[config.mk]
export PLATFORM = sky130hd
export DESIGN_NAME = parity_arq_channel_flat
export DESIGN_NICKNAME = d
export VERILOG_FILES = /design/src/rtl/parity_arq_channel_if.sv /design/src/rtl/parity_arq_channel.sv /design/src/flat_wrapper.sv
export SDC_FILE = /design/constraint.sdc
export NUM_CORES = 1
export LEC_CHECK = 0
export CELL_PAD_IN_SITES_DETAIL_PLACEMENT = 0
export CELL_PAD_IN_SITES_GLOBAL_PLACEMENT = 1
export CORE_MARGIN = 1
export CORE_UTILIZATION = 29
export DETAILED_ROUTE_END_ITERATION = 8
export HOLD_SLACK_MARGIN = 0.15
export PLACE_DENSITY_LB_ADDON = 0.1
export SYNTH_ARGS = -nofsm -noshare
export SYNTH_HDL_FRONTEND = slang
export SYNTH_SLANG_ARGS = --single-unit
[constraint.sdc]
create_clock -name clk -period 2.15 [get_ports clk]
set_input_delay 0.215 -clock clk [delete_from_list [all_inputs] [get_ports clk]]
set_output_delay 0.215 -clock clk [all_outputs]
set_load 0.02 [all_outputs]
[src/rtl/parity_arq_channel_if.sv]
// Word-level handshake between producer, parity ARQ channel and consumer.
// master: producer/consumer side; slave: the channel itself.
interface parity_arq_channel_if #(
    parameter int DATA_WIDTH  = 8,
    parameter int MAX_RETRIES = 3
);
    localparam int RC_W = (MAX_RETRIES > 0) ? $clog2(MAX_RETRIES + 1) : 1;

    logic                  tx_valid;
    logic                  tx_ready;
    logic [DATA_WIDTH-1:0] tx_data;
    logic [DATA_WIDTH:0]   inject_mask;
    logic                  rx_valid;
    logic [DATA_WIDTH-1:0] rx_data;
    logic                  error_detected;
    logic                  drop;
    logic [RC_W-1:0]       retry_count;
    logic                  busy;

    modport master (
        output tx_valid, tx_data, inject_mask,
        input  tx_ready, rx_valid, rx_data, error_detected, drop, retry_count, busy
    );

    modport slave (
        input  tx_valid, tx_data, inject_mask,
        output tx_ready, rx_valid, rx_data, error_detected, drop, retry_count, busy
    );
endinterface

[src/rtl/parity_arq_channel.sv]
// Parity-framed serial channel with per-bit error injection and automatic
// retransmission. A word is framed with one parity bit, shifted one bit per
// clock through the faulty wire, checked, and either delivered, retried or
// dropped once the retry budget is spent.
//
// state   | meaning
// --------+-----------------------------------------------------------
// S_IDLE  | waiting for a word; tx_ready high
// S_SEND  | shifting frame bit bit_cnt (data LSB first, parity last)
// S_CHECK | parity check of the received frame; deliver, retry or drop
module parity_arq_channel #(
    parameter int DATA_WIDTH  = 8,
    parameter bit PARITY_ODD  = 1'b0,
    parameter int MAX_RETRIES = 3
) (
    input  logic                 clk,
    input  logic                 rst,
    parity_arq_channel_if.slave  ch
);
    localparam int FW    = DATA_WIDTH + 1;
    localparam int CNT_W = (FW > 2) ? $clog2(FW) : 1;
    localparam int RC_W  = (MAX_RETRIES > 0) ? $clog2(MAX_RETRIES + 1) : 1;

    localparam logic [1:0] S_IDLE  = 2'd0;
    localparam logic [1:0] S_SEND  = 2'd1;
    localparam logic [1:0] S_CHECK = 2'd2;

    logic [1:0]            state;
    logic [CNT_W-1:0]      bit_cnt;
    logic [DATA_WIDTH-1:0] data_q;
    logic [FW-1:0]         mask_q;
    logic [FW-1:0]         rx_shift;
    logic [DATA_WIDTH-1:0] rx_data_q;
    logic                  rx_valid_q;
    logic                  err_q;
    logic                  drop_q;
    logic [RC_W-1:0]       retry_q;

    logic [FW-1:0]         frame;
    logic                  wire_bit;
    logic                  last_bit;
    logic                  rx_ok;
    logic                  retries_left;

    // Frame the held word, apply the injected fault to the bit on the wire,
    // and evaluate the receiver-side parity check.
    always_comb begin
        frame        = {(^data_q) ^ PARITY_ODD, data_q};
        wire_bit     = frame[bit_cnt] ^ mask_q[bit_cnt];
        last_bit     = (bit_cnt == CNT_W'(DATA_WIDTH));
        rx_ok        = ((^rx_shift) == PARITY_ODD);
        retries_left = (retry_q != RC_W'(MAX_RETRIES));
    end

    // Sequencer: accept a word, serialise it, check parity, then deliver,
    // retransmit with a freshly sampled mask, or drop.
    always_ff @(posedge clk or posedge rst) begin
        if (rst) begin
            state      <= S_IDLE;
            bit_cnt    <= '0;
            data_q     <= '0;
            mask_q     <= '0;
            rx_shift   <= '0;
            rx_data_q  <= '0;
            rx_valid_q <= 1'b0;
            err_q      <= 1'b0;
            drop_q     <= 1'b0;
            retry_q    <= '0;
        end else begin
            rx_valid_q <= 1'b0;
            err_q      <= 1'b0;
            drop_q     <= 1'b0;
            case (state)
                S_IDLE: begin
                    if (ch.tx_valid) begin
                        data_q  <= ch.tx_data;
                        mask_q  <= ch.inject_mask;
                        retry_q <= '0;
                        bit_cnt <= '0;
                        state   <= S_SEND;
                    end
                end
                S_SEND: begin
                    // Bit 0 is sent first and ends up at rx_shift[0] after FW shifts.
                    rx_shift <= {wire_bit, rx_shift[FW-1:1]};
                    if (last_bit) begin
                        bit_cnt <= '0;
                        state   <= S_CHECK;
                    end else begin
                        bit_cnt <= bit_cnt + 1'b1;
                    end
                end
                S_CHECK: begin
                    if (rx_ok) begin
                        // Even-weight faults land here too and are delivered as-is.
                        rx_valid_q <= 1'b1;
                        rx_data_q  <= rx_shift[DATA_WIDTH-1:0];
                        state      <= S_IDLE;
                    end else begin
                        err_q <= 1'b1;
                        if (retries_left) begin
                            retry_q <= retry_q + 1'b1;
                            mask_q  <= ch.inject_mask;
                            state   <= S_SEND;
                        end else begin
                            drop_q <= 1'b1;
                            state  <= S_IDLE;
                        end
                    end
                end
                default: state <= S_IDLE;
            endcase
        end
    end

    assign ch.tx_ready       = (state == S_IDLE);
    assign ch.busy           = (state == S_SEND) || (state == S_CHECK);
    assign ch.rx_valid       = rx_valid_q;
    assign ch.rx_data        = rx_data_q;
    assign ch.error_detected = err_q;
    assign ch.drop           = drop_q;
    assign ch.retry_count    = retry_q;
endmodule

[src/flat_wrapper.sv]
// flat-port wrapper written by rule: the top's interface ports become plain ports
module parity_arq_channel_flat 
#(
    parameter int DATA_WIDTH  = 8,
    parameter bit PARITY_ODD  = 1'b0,
    parameter int MAX_RETRIES = 3
)
  (clk, rst, ch_tx_valid, ch_tx_data, ch_inject_mask, ch_tx_ready, ch_rx_valid, ch_rx_data, ch_error_detected, ch_drop, ch_retry_count, ch_busy);
  parity_arq_channel_if #(.DATA_WIDTH(DATA_WIDTH), .MAX_RETRIES(MAX_RETRIES)) ch_i ();
  input  logic clk;
  input  logic rst;
  input wire logic [$bits(ch_i.tx_valid)-1:0] ch_tx_valid;
  input wire logic [$bits(ch_i.tx_data)-1:0] ch_tx_data;
  input wire logic [$bits(ch_i.inject_mask)-1:0] ch_inject_mask;
  output wire logic [$bits(ch_i.tx_ready)-1:0] ch_tx_ready;
  output wire logic [$bits(ch_i.rx_valid)-1:0] ch_rx_valid;
  output wire logic [$bits(ch_i.rx_data)-1:0] ch_rx_data;
  output wire logic [$bits(ch_i.error_detected)-1:0] ch_error_detected;
  output wire logic [$bits(ch_i.drop)-1:0] ch_drop;
  output wire logic [$bits(ch_i.retry_count)-1:0] ch_retry_count;
  output wire logic [$bits(ch_i.busy)-1:0] ch_busy;
  assign ch_i.tx_valid = ch_tx_valid;
  assign ch_i.tx_data = ch_tx_data;
  assign ch_i.inject_mask = ch_inject_mask;
  assign ch_tx_ready = ch_i.tx_ready;
  assign ch_rx_valid = ch_i.rx_valid;
  assign ch_rx_data = ch_i.rx_data;
  assign ch_error_detected = ch_i.error_detected;
  assign ch_drop = ch_i.drop;
  assign ch_retry_count = ch_i.retry_count;
  assign ch_busy = ch_i.busy;
  parity_arq_channel #(.DATA_WIDTH(DATA_WIDTH), .PARITY_ODD(PARITY_ODD), .MAX_RETRIES(MAX_RETRIES)) u_core (.clk(clk), .rst(rst), .ch(ch_i));
endmodule
# After elaboration in Yosys (flattened, before gate mapping)
# Cells that the tools add are included.
# word_totals
regBits	45
inputBits	20
out_inout_bits	15
elab_cells	61
# op_classes
add_sub_neg	2
n_lt_le_gt_ge	1
n_eq_ne	8
mux	27
bitwise_logic	2
n_reduce_logical	11
# ops
operator	count
9-bit 2-to-1 mux	3
9-bit case mux with 2 select lines	1
2-bit 2-to-1 mux	6
1-bit 2-to-1 mux	10
9-bit XOR reduction	1
1-bit binary-select mux with 4-bit select	2
4-bit 2-to-1 mux	2
4-bit case mux with 2 select lines	1
2-bit AND reduction	4
8-bit XOR reduction	1
2-bit by 1-bit inequality test with 1-bit output, second input constant	3
2-bit case mux with 3 select lines	1
4-bit by 5-bit < comparator with 1-bit output, second input constant	1
4-bit by 1-bit adder with 4-bit output, second input constant	1
4-bit == test, second input constant	1
2-bit inequality test, second input constant	2
2-bit case mux with 2 select lines	1
4-bit AND reduction	1
2-bit nonzero test	2
2-bit by 1-bit adder with 2-bit output, second input constant	1
2-bit by 1-bit == test with 1-bit output, second input constant	1
2-bit == test, second input constant	1
2-bit zero test	1
1-bit logical OR	1
other kinds (2)	2

# Longest topological paths before layout
# Gate-level depths: netlist of run 1.
# depth
depth_word	4
ltp_mapped	8
ltp_nobuf	7

# Worst setup path before layout of run 1
# OpenSTA, ideal clock, no wires.
# synth_path
kind	register to register
start	register u_core.rx_shift[5]
end	register u_core.retry_q[0] (netlist: u_core.ch.retry_count[0])
setup_time_ns	0.125
t_arrival_ns	2.010
t_required_ns	2.025
slack_ns	0.015
path_stages_with_launch	7
path_buffers	1
synth_period_minus_slack_ns	2.135
cell_sequence	dfrtp_1 > xor2_1 > xnor3_2 > mux2i_4 > a211oi_2 > buf_6 > mux2_4
# synth_via
elab_chain_cells	3
# synth_rtl
item	line_no	rtl
start, declared	parity_arq_channel.sv:32	logic [FW-1:0] rx_shift;
start signal, assigned	parity_arq_channel.sv:85	rx_shift <= {wire_bit, rx_shift[FW-1:1]};
9-bit XOR reduction	parity_arq_channel.sv:51	rx_ok = ((^rx_shift) == PARITY_ODD);
2-bit by 1-bit inequality test with 1-bit output (no line)	-	
4-bit AND reduction (no line)	-	
end signal, assigned	parity_arq_channel.sv:102	retry_q <= retry_q + 1'b1;
end, declared	parity_arq_channel.sv:37	logic [RC_W-1:0] retry_q;
# Every way passes these cells.
# A chain may end at the register's enable or synchronous reset.

# Worst setup path in the final report of run 1
# layout_path
start	register u_core.rx_shift[1]
end	register u_core.mask_q[8]
# layout_via
elab_chain_cells	3
# layout_rtl
item	line_no	rtl
9-bit XOR reduction	parity_arq_channel.sv:51	
2-bit by 1-bit inequality test with 1-bit output (no line)	-	
4-bit AND reduction (no line)	-	
end signal, assigned	parity_arq_channel.sv:77	mask_q <= ch.inject_mask;
end signal, assigned	parity_arq_channel.sv:103	mask_q <= ch.inject_mask;
end, declared	parity_arq_channel.sv:31	logic [FW-1:0] mask_q;
# Every way passes these cells.

==> qor.csv, run 1 <==
stage;metric;value;unit
die;die area;0.007933;mm²
finish;area added between synthesis and finish;30.34;%
sta;Layout Skew;0.004059;ns
yosys;FF+latch count, synth;45;
clock_tree;CTS tree;done;
sta;WHS;0.2524;ns
finish;Nets;237;
yosys;area fraction of the dominant cell type after synthesis;0.5122;
yosys;synth top area cells;dfrtp_1 51%, mux2_2 13%, mux2_4 6.1%, ha_1 4.0%, xnor2_1 4.0%;
global_routing;gr ovfl total;0;
drt;Wirelength per Cell;14.12;µm
yosys;prevailing post-synth register cell;dfrtp_1;
placement;gpl congestion;0.7746;
setup_path;r2r worst-path depth;6;
setup_path;Worst R2R Setup Slack;0.03;ns
power_and_ir_drop;maximum vdd ir drop;0.5638;mV
die;Die W;89.07;µm
clock_tree;hold buffer count at cts;0;
sta;Final period util;0.9874;
clock_tree;total CTS buffers;5;
sta;count of final hold-check violations;0;
die;Core ar.;0.007292;mm²
sta;f_max;471.0;MHz
clock_tree;insertion delay to the later sink of the worst-skew pair;0.29;ns
global_routing;vias in the first global route;1461;
yosys;cells after synthesis;161;
drt;antenna viol nets, final;0;
finish;Final Instance Area;0.002865;mm²
yosys;EDFF count, synth;0;
yosys;Yosys cell types;33;
setup_path;worst path required time;2.33;ns
setup_path;arrival time worst endpoint;2.31;ns
clock_tree;H-tree depth;2;
yosys;top-count cell post-synth;dfrtp_1;
power_and_ir_drop;Leak;1.274;nW
sta;normalized max-slew margin;0.5117;
placement;DP HPWL;3291;µm
setup_path;Setup CP Type;reg2reg;
sta;Slew Limit Fails;0;
drt;DR vias/cell;4.416;
global_routing;Total GRT Usage;0.1236;
clock_tree;Clk pin slew, worst setup/hold paths;0.09;ns
power_and_ir_drop;Power Dens Cells;1815;mW/mm²
drt;DRC viols;0;
yosys;Synth top cells by count;45 x dfrtp_1, 25 x mux2_2, 10 x xnor2_1;
sta;unrepaired setup endpoints after global routing;yes;
die;Die Y;89.07;µm
sta;Worst Max-Slew Pin Slew;0.7280;ns
clock_tree;CTS max path bufs;2;
power_and_ir_drop;Tot Pwr;5.201;mW
global_routing;initial antenna violation count;0;
finish;share of layout cells above drive strength 1;0.2796;
yosys;syn_area_per_cell;13.65;µm²
die;Cell Rows;31;
clock_tree;Sink Count;45;
worst_hold_path;Hold Path Class;in2async;
yosys;Async S/R FF share, synth;1.000;
setup_path;crit-path max FO;11;
drt;first-iteration detailed-routing DRC count;35;
flow_run;# Max-Cap Violations;0;
yosys;YS warnings;0;
sta;Setup violations, final;0;
setup_path;Critical Path Start Type;flip-flop;
outcome;status;complete, no violations;
yosys;Synth area leader;dfrtp_1;
global_routing;global-route wire length before repair;7348;µm
yosys;register area share after synthesis;0.5122;
global_routing;largest net degree at the start of global routing;22;
placement;Port Buffer Count;34;
yosys;synthesized area;0.002198;mm²
sta;Min Clock Period, post-route;2.123;ns
placement;DP Area;0.002735;mm²
finish;antenna cell count;0;
drt;first-pass detailed-route iteration total;4;
drt;vias;1369;
finish;Final Util;0.3929;
clock_tree;clock root cell;clkbuf_8;
setup_path;Setup crit end kind;flip-flop;
yosys;Post-Syn Nets;188;
die;Initial Util;0.3015;
die;Boundary Pins;35;
drt;drt total wl;4377;µm
critical path, cell delays in order (launching register included):
cell,delay (ns)
dfrtp_1,0.44
xnor2_2,0.17
xnor3_2,0.48
mux2i_4,0.21
a211oi_2,0.22
buf_12,0.19
mux2_4,0.30
metrics by stage:
step	setup WS, ns	TNS, ns	instances
floorplan	0.01465	0	161
detailed placement	0.02212	0	301
finish	0.02703	0	310
global placement	0.01501	0	301
global route	-0.05709	-0.4396	310
CTS	-0.002955	-0.002955	309
layout by cell type (no fill, tap or decap), types with 2 or more instances in the layout:
master,n
xnor3_1,2
xnor2_1,9
mux2_2,24
nor2b_1,2
inv_1,7
clkdlybuf4s50_1,34
buf_4,11
o31ai_1,3
ha_1,7
o21ai_0,6
nand2b_1,2
mux2i_1,2
xor2_1,8
a31oi_1,2
nand2_1,7
dfrtp_1,45
mux2_4,10
nand3_1,3
clkbuf_8,5
and3_1,2
cell type report:
cell class | count | area (µm²)
Clock buffer | 6 | 72.57
Fill cell | 730 | 4427
Timing Repair Buffer | 46 | 442.9
Sequential cell | 45 | 1126
Tap cell | 99 | 123.9
Inverter | 8 | 30.03
Clock inverter | 2 | 38.79
Multi-Input combinational cell | 104 | 1031
power by group:
part	leakage [nW]	switching, mW	total (mW)	internal [mW]
combinational	0.656	1.23	3.00	1.77
clock	0.0554	0.297	0.646	0.349
sequential	0.562	0.329	1.56	1.23
worst paths after layout:
| check | from | end |
|---|---|---|
| min | rst | u_core.rx_shift[1] |
| max | u_core.rx_shift[1] | u_core.mask_q[8] |
| min in group clk | u_core.ch.rx_data[6] | u_core.ch.rx_data[6] |
| max in group asynchronous | rst | u_core.mask_q[5] |
| max reg2reg | u_core.rx_shift[1] | u_core.mask_q[8] |
| min reg2reg | u_core.ch.rx_data[6] | u_core.ch.rx_data[6] |
state kept, by name, indices dropped and copies added, names as in the netlist:
register / count
u_core.ch.error_detected: 1
u_core.data_q: 8
u_core.ch.rx_valid: 1
u_core.rx_shift: 9
u_core.bit_cnt: 4
u_core.state: 2
u_core.mask_q: 9
u_core.ch.rx_data: 8
u_core.ch.retry_count: 2
u_core.ch.drop: 1
metal layers:
metal | track usage | vias up | routed length [µm]
li1 | - | 661 | -
met1 | 0.1743 | 677 | 2260
met2 | 0.1909 | 27 | 1950
met3 | 0.02862 | 4 | 132
met4 | 0.03463 | 0 | 34
met5 | 0 | - | 0
cell families after synthesis:
kind of cell | count (synthesis) | share of synthesized area
buffers and inverters | 12 | 0.02390
XOR/XNOR | 21 | 0.1030
adder cells (fa/ha/maj) | 7 | 0.03984
AO/OA/AOI/OAI | 17 | 0.05293
flip-flops | 45 | 0.5122
multiplexers | 38 | 0.2191
AND/OR/NAND/NOR | 21 | 0.04895
repair_timing:
item                       in CTS  in global routing
resized for setup               0                  2
pin swaps                       0                  2
setup endpoints to repair       1                 10
buffers inserted                0                  1
Power figures use the tool's default switching activity.
==> inputs of run 2 (changes only) <==
--- a/config.mk
+++ b/config.mk
@@ -12,6 +12,7 @@
 export DETAILED_ROUTE_END_ITERATION = 8
 export HOLD_SLACK_MARGIN = 0.15
 export PLACE_DENSITY_LB_ADDON = 0.1
+export SKIP_CTS_REPAIR_TIMING = 1
 export SYNTH_ARGS = -nofsm -noshare
 export SYNTH_HDL_FRONTEND = slang
 export SYNTH_SLANG_ARGS = --single-unit
==> run 2 against run 1 <==
  * Sequential cell count unchanged
  * Largest power group unchanged
  * First-iteration DRC count unchanged
  * Clock power about the same
  * Cell area unchanged
  * Largest cell class unchanged
  * Power unchanged
  * Wire length unchanged
==> qor.csv, run 2 (synthesis results as in run 1) <==
stage;metric;value;unit;change
setup_path;Setup CP Type;reg2reg;;
sta;Min Clock Period, post-route;2.123;ns;unchanged
clock_tree;insertion delay to the later sink of the worst-skew pair;0.29;ns;about the same
drt;drt total wl;4377;µm;unchanged
power_and_ir_drop;Power Dens Cells;1815;mW/mm²;unchanged
sta;Final period util;0.9874;;unchanged
drt;vias;1369;;unchanged
clock_tree;total CTS buffers;5;;unchanged
sta;f_max;471.0;MHz;unchanged
global_routing;gr ovfl total;0;;unchanged
power_and_ir_drop;Leak;1.274;nW;unchanged
finish;Fillers;730;;unchanged
sta;normalized max-slew margin;0.5117;;unchanged
sta;Layout Skew;0.004059;ns;unchanged
finish;share of layout cells above drive strength 1;0.2796;;unchanged
finish;commonest non-fill, non-tap cells in the layout;45 x dfrtp_1, 34 x clkdlybuf4s50_1, 24 x mux2_2;;
global_routing;largest net degree at the start of global routing;22;;unchanged
placement;gpl congestion;0.7746;;unchanged
setup_path;Critical Path Start Type;flip-flop;;
clock_tree;CTS tree;done;;
drt;DRC viols;0;;unchanged
clock_tree;Clk pin slew, worst setup/hold paths;0.09;ns;about the same
finish;antenna cell count;0;;unchanged
sta;Worst Max-Slew Pin Slew;0.7280;ns;unchanged
sta;post-route setup slack;0.02703;ns;unchanged
sta;unrepaired setup endpoints after global routing;yes;;
die;Cell Rows;31;;unchanged
setup_path;worst path required time;2.33;ns;about the same
setup_path;arrival time worst endpoint;2.31;ns;about the same
die;Core ar.;0.007292;mm²;unchanged
power_and_ir_drop;maximum vdd ir drop;0.5638;mV;unchanged
die;die area;0.007933;mm²;unchanged
drt;Wirelength per Cell;14.12;µm;unchanged
clock_tree;Sink Count;45;;unchanged
drt;DR vias/cell;4.416;;unchanged
global_routing;global-route wire length before repair;7348;µm;unchanged
die;Die W;89.07;µm;unchanged
finish;commonest non-fill, non-tap cell in the layout;dfrtp_1;;
global_routing;Total GRT Usage;0.1236;;unchanged
die;Boundary Pins;35;;unchanged
drt;antenna viol nets, final;0;;unchanged
worst_hold_path;Hold Path Class;in2async;;
clock_tree;clock root cell;clkbuf_8;;
sta;Slew Limit Fails;0;;unchanged
setup_path;Setup crit end kind;flip-flop;;
setup_path;crit-path max FO;11;;unchanged
clock_tree;CTS max path bufs;2;;unchanged
sta;count of final hold-check violations;0;;unchanged
clock_tree;H-tree depth;2;;unchanged
outcome;status;complete, no violations;;
placement;dpl ws;0.02212;ns;unchanged
sta;Setup violations, final;0;;unchanged
sta;WHS;0.2524;ns;unchanged
finish;Nets;237;;unchanged
die;Initial Util;0.3015;;unchanged
global_routing;vias in the first global route;1461;;unchanged
global_routing;initial antenna violation count;0;;unchanged
setup_path;r2r worst-path depth;6;;unchanged
die;Die Y;89.07;µm;unchanged
finish;area added between synthesis and finish;30.34;%;unchanged
flow_run;# Max-Cap Violations;0;;unchanged
placement;Port Buffer Count;34;;unchanged
drt;first-pass detailed-route iteration total;4;;unchanged
drt;first-iteration detailed-routing DRC count;35;;unchanged
placement;DP HPWL;3291;µm;unchanged
finish;Top Registers;u_core.mask_q x9, u_core.rx_shift x9;;
-- run 2: cell counts in the layout (fill, tap and decap cells not counted) --
No cell type changed its count.
-- run 2: power breakdown --
part | internal (mW) | leakage, nW | switching [mW]
clock | 0.349 | 0.0554 | 0.297
combinational | 1.77 | 0.656 | 1.23
sequential | 1.23 | 0.562 | 0.329
-- run 2: final timing paths --
| check | slack, ns | to | from |
|---|---|---|---|
| worst max-delay path | 0.03 | u_core.mask_q[8] | u_core.rx_shift[1] |
| worst min-delay path | 0.25 | u_core.rx_shift[1] | rst |
| worst max register to register | 0.03 | u_core.mask_q[8] | u_core.rx_shift[1] |
| worst min register to register | 0.51 | u_core.ch.rx_data[6] | u_core.ch.rx_data[6] |
| max in group asynchronous | 1.24 | u_core.mask_q[5] | rst |
| min in group clk | 0.51 | u_core.ch.rx_data[6] | u_core.ch.rx_data[6] |
-- run 2: critical path, stage by stage (launching register included) --
cell,delay (ns)
dfrtp_1,0.44
xnor2_2,0.17
xnor3_2,0.48
mux2i_4,0.21
a211oi_2,0.22
buf_12,0.19
mux2_4,0.30
-- run 2: metal layers --
layer | track usage | routed length (µm) | up-vias
li1 | - | - | 661
met1 | 0.1743 | 2260 | 677
met2 | 0.1909 | 1950 | 27
met3 | 0.02862 | 132 | 4
met4 | 0.03463 | 34 | 0
met5 | 0 | 0 | -
-- run 2: cell type report --
class / instances / area [µm²] / share of cell area
Clock buffer: 6 / 72.57 / 0.02533
Clock inverter: 2 / 38.79 / 0.01354
Inverter: 8 / 30.03 / 0.01048
Multi-Input combinational cell: 104 / 1031 / 0.3598
Sequential cell: 45 / 1126 / 0.3930
Tap cell: 99 / 123.9 / 0.04323
Timing Repair Buffer: 46 / 442.9 / 0.1546
-- run 2: through the flow --
stage	power, mW	TNS (ns)	cell area [µm²]	cells	util
floorplan	3.653	0	2198	161	-
global placement	4.500	0	2735	301	0.3751
detailed placement	4.551	0	2735	301	0.3751
CTS	5.225	-0.002955	2846	309	0.3904
global route	5.584	-0.4396	2865	310	0.3929
finish	5.201	0	2865	310	0.3929
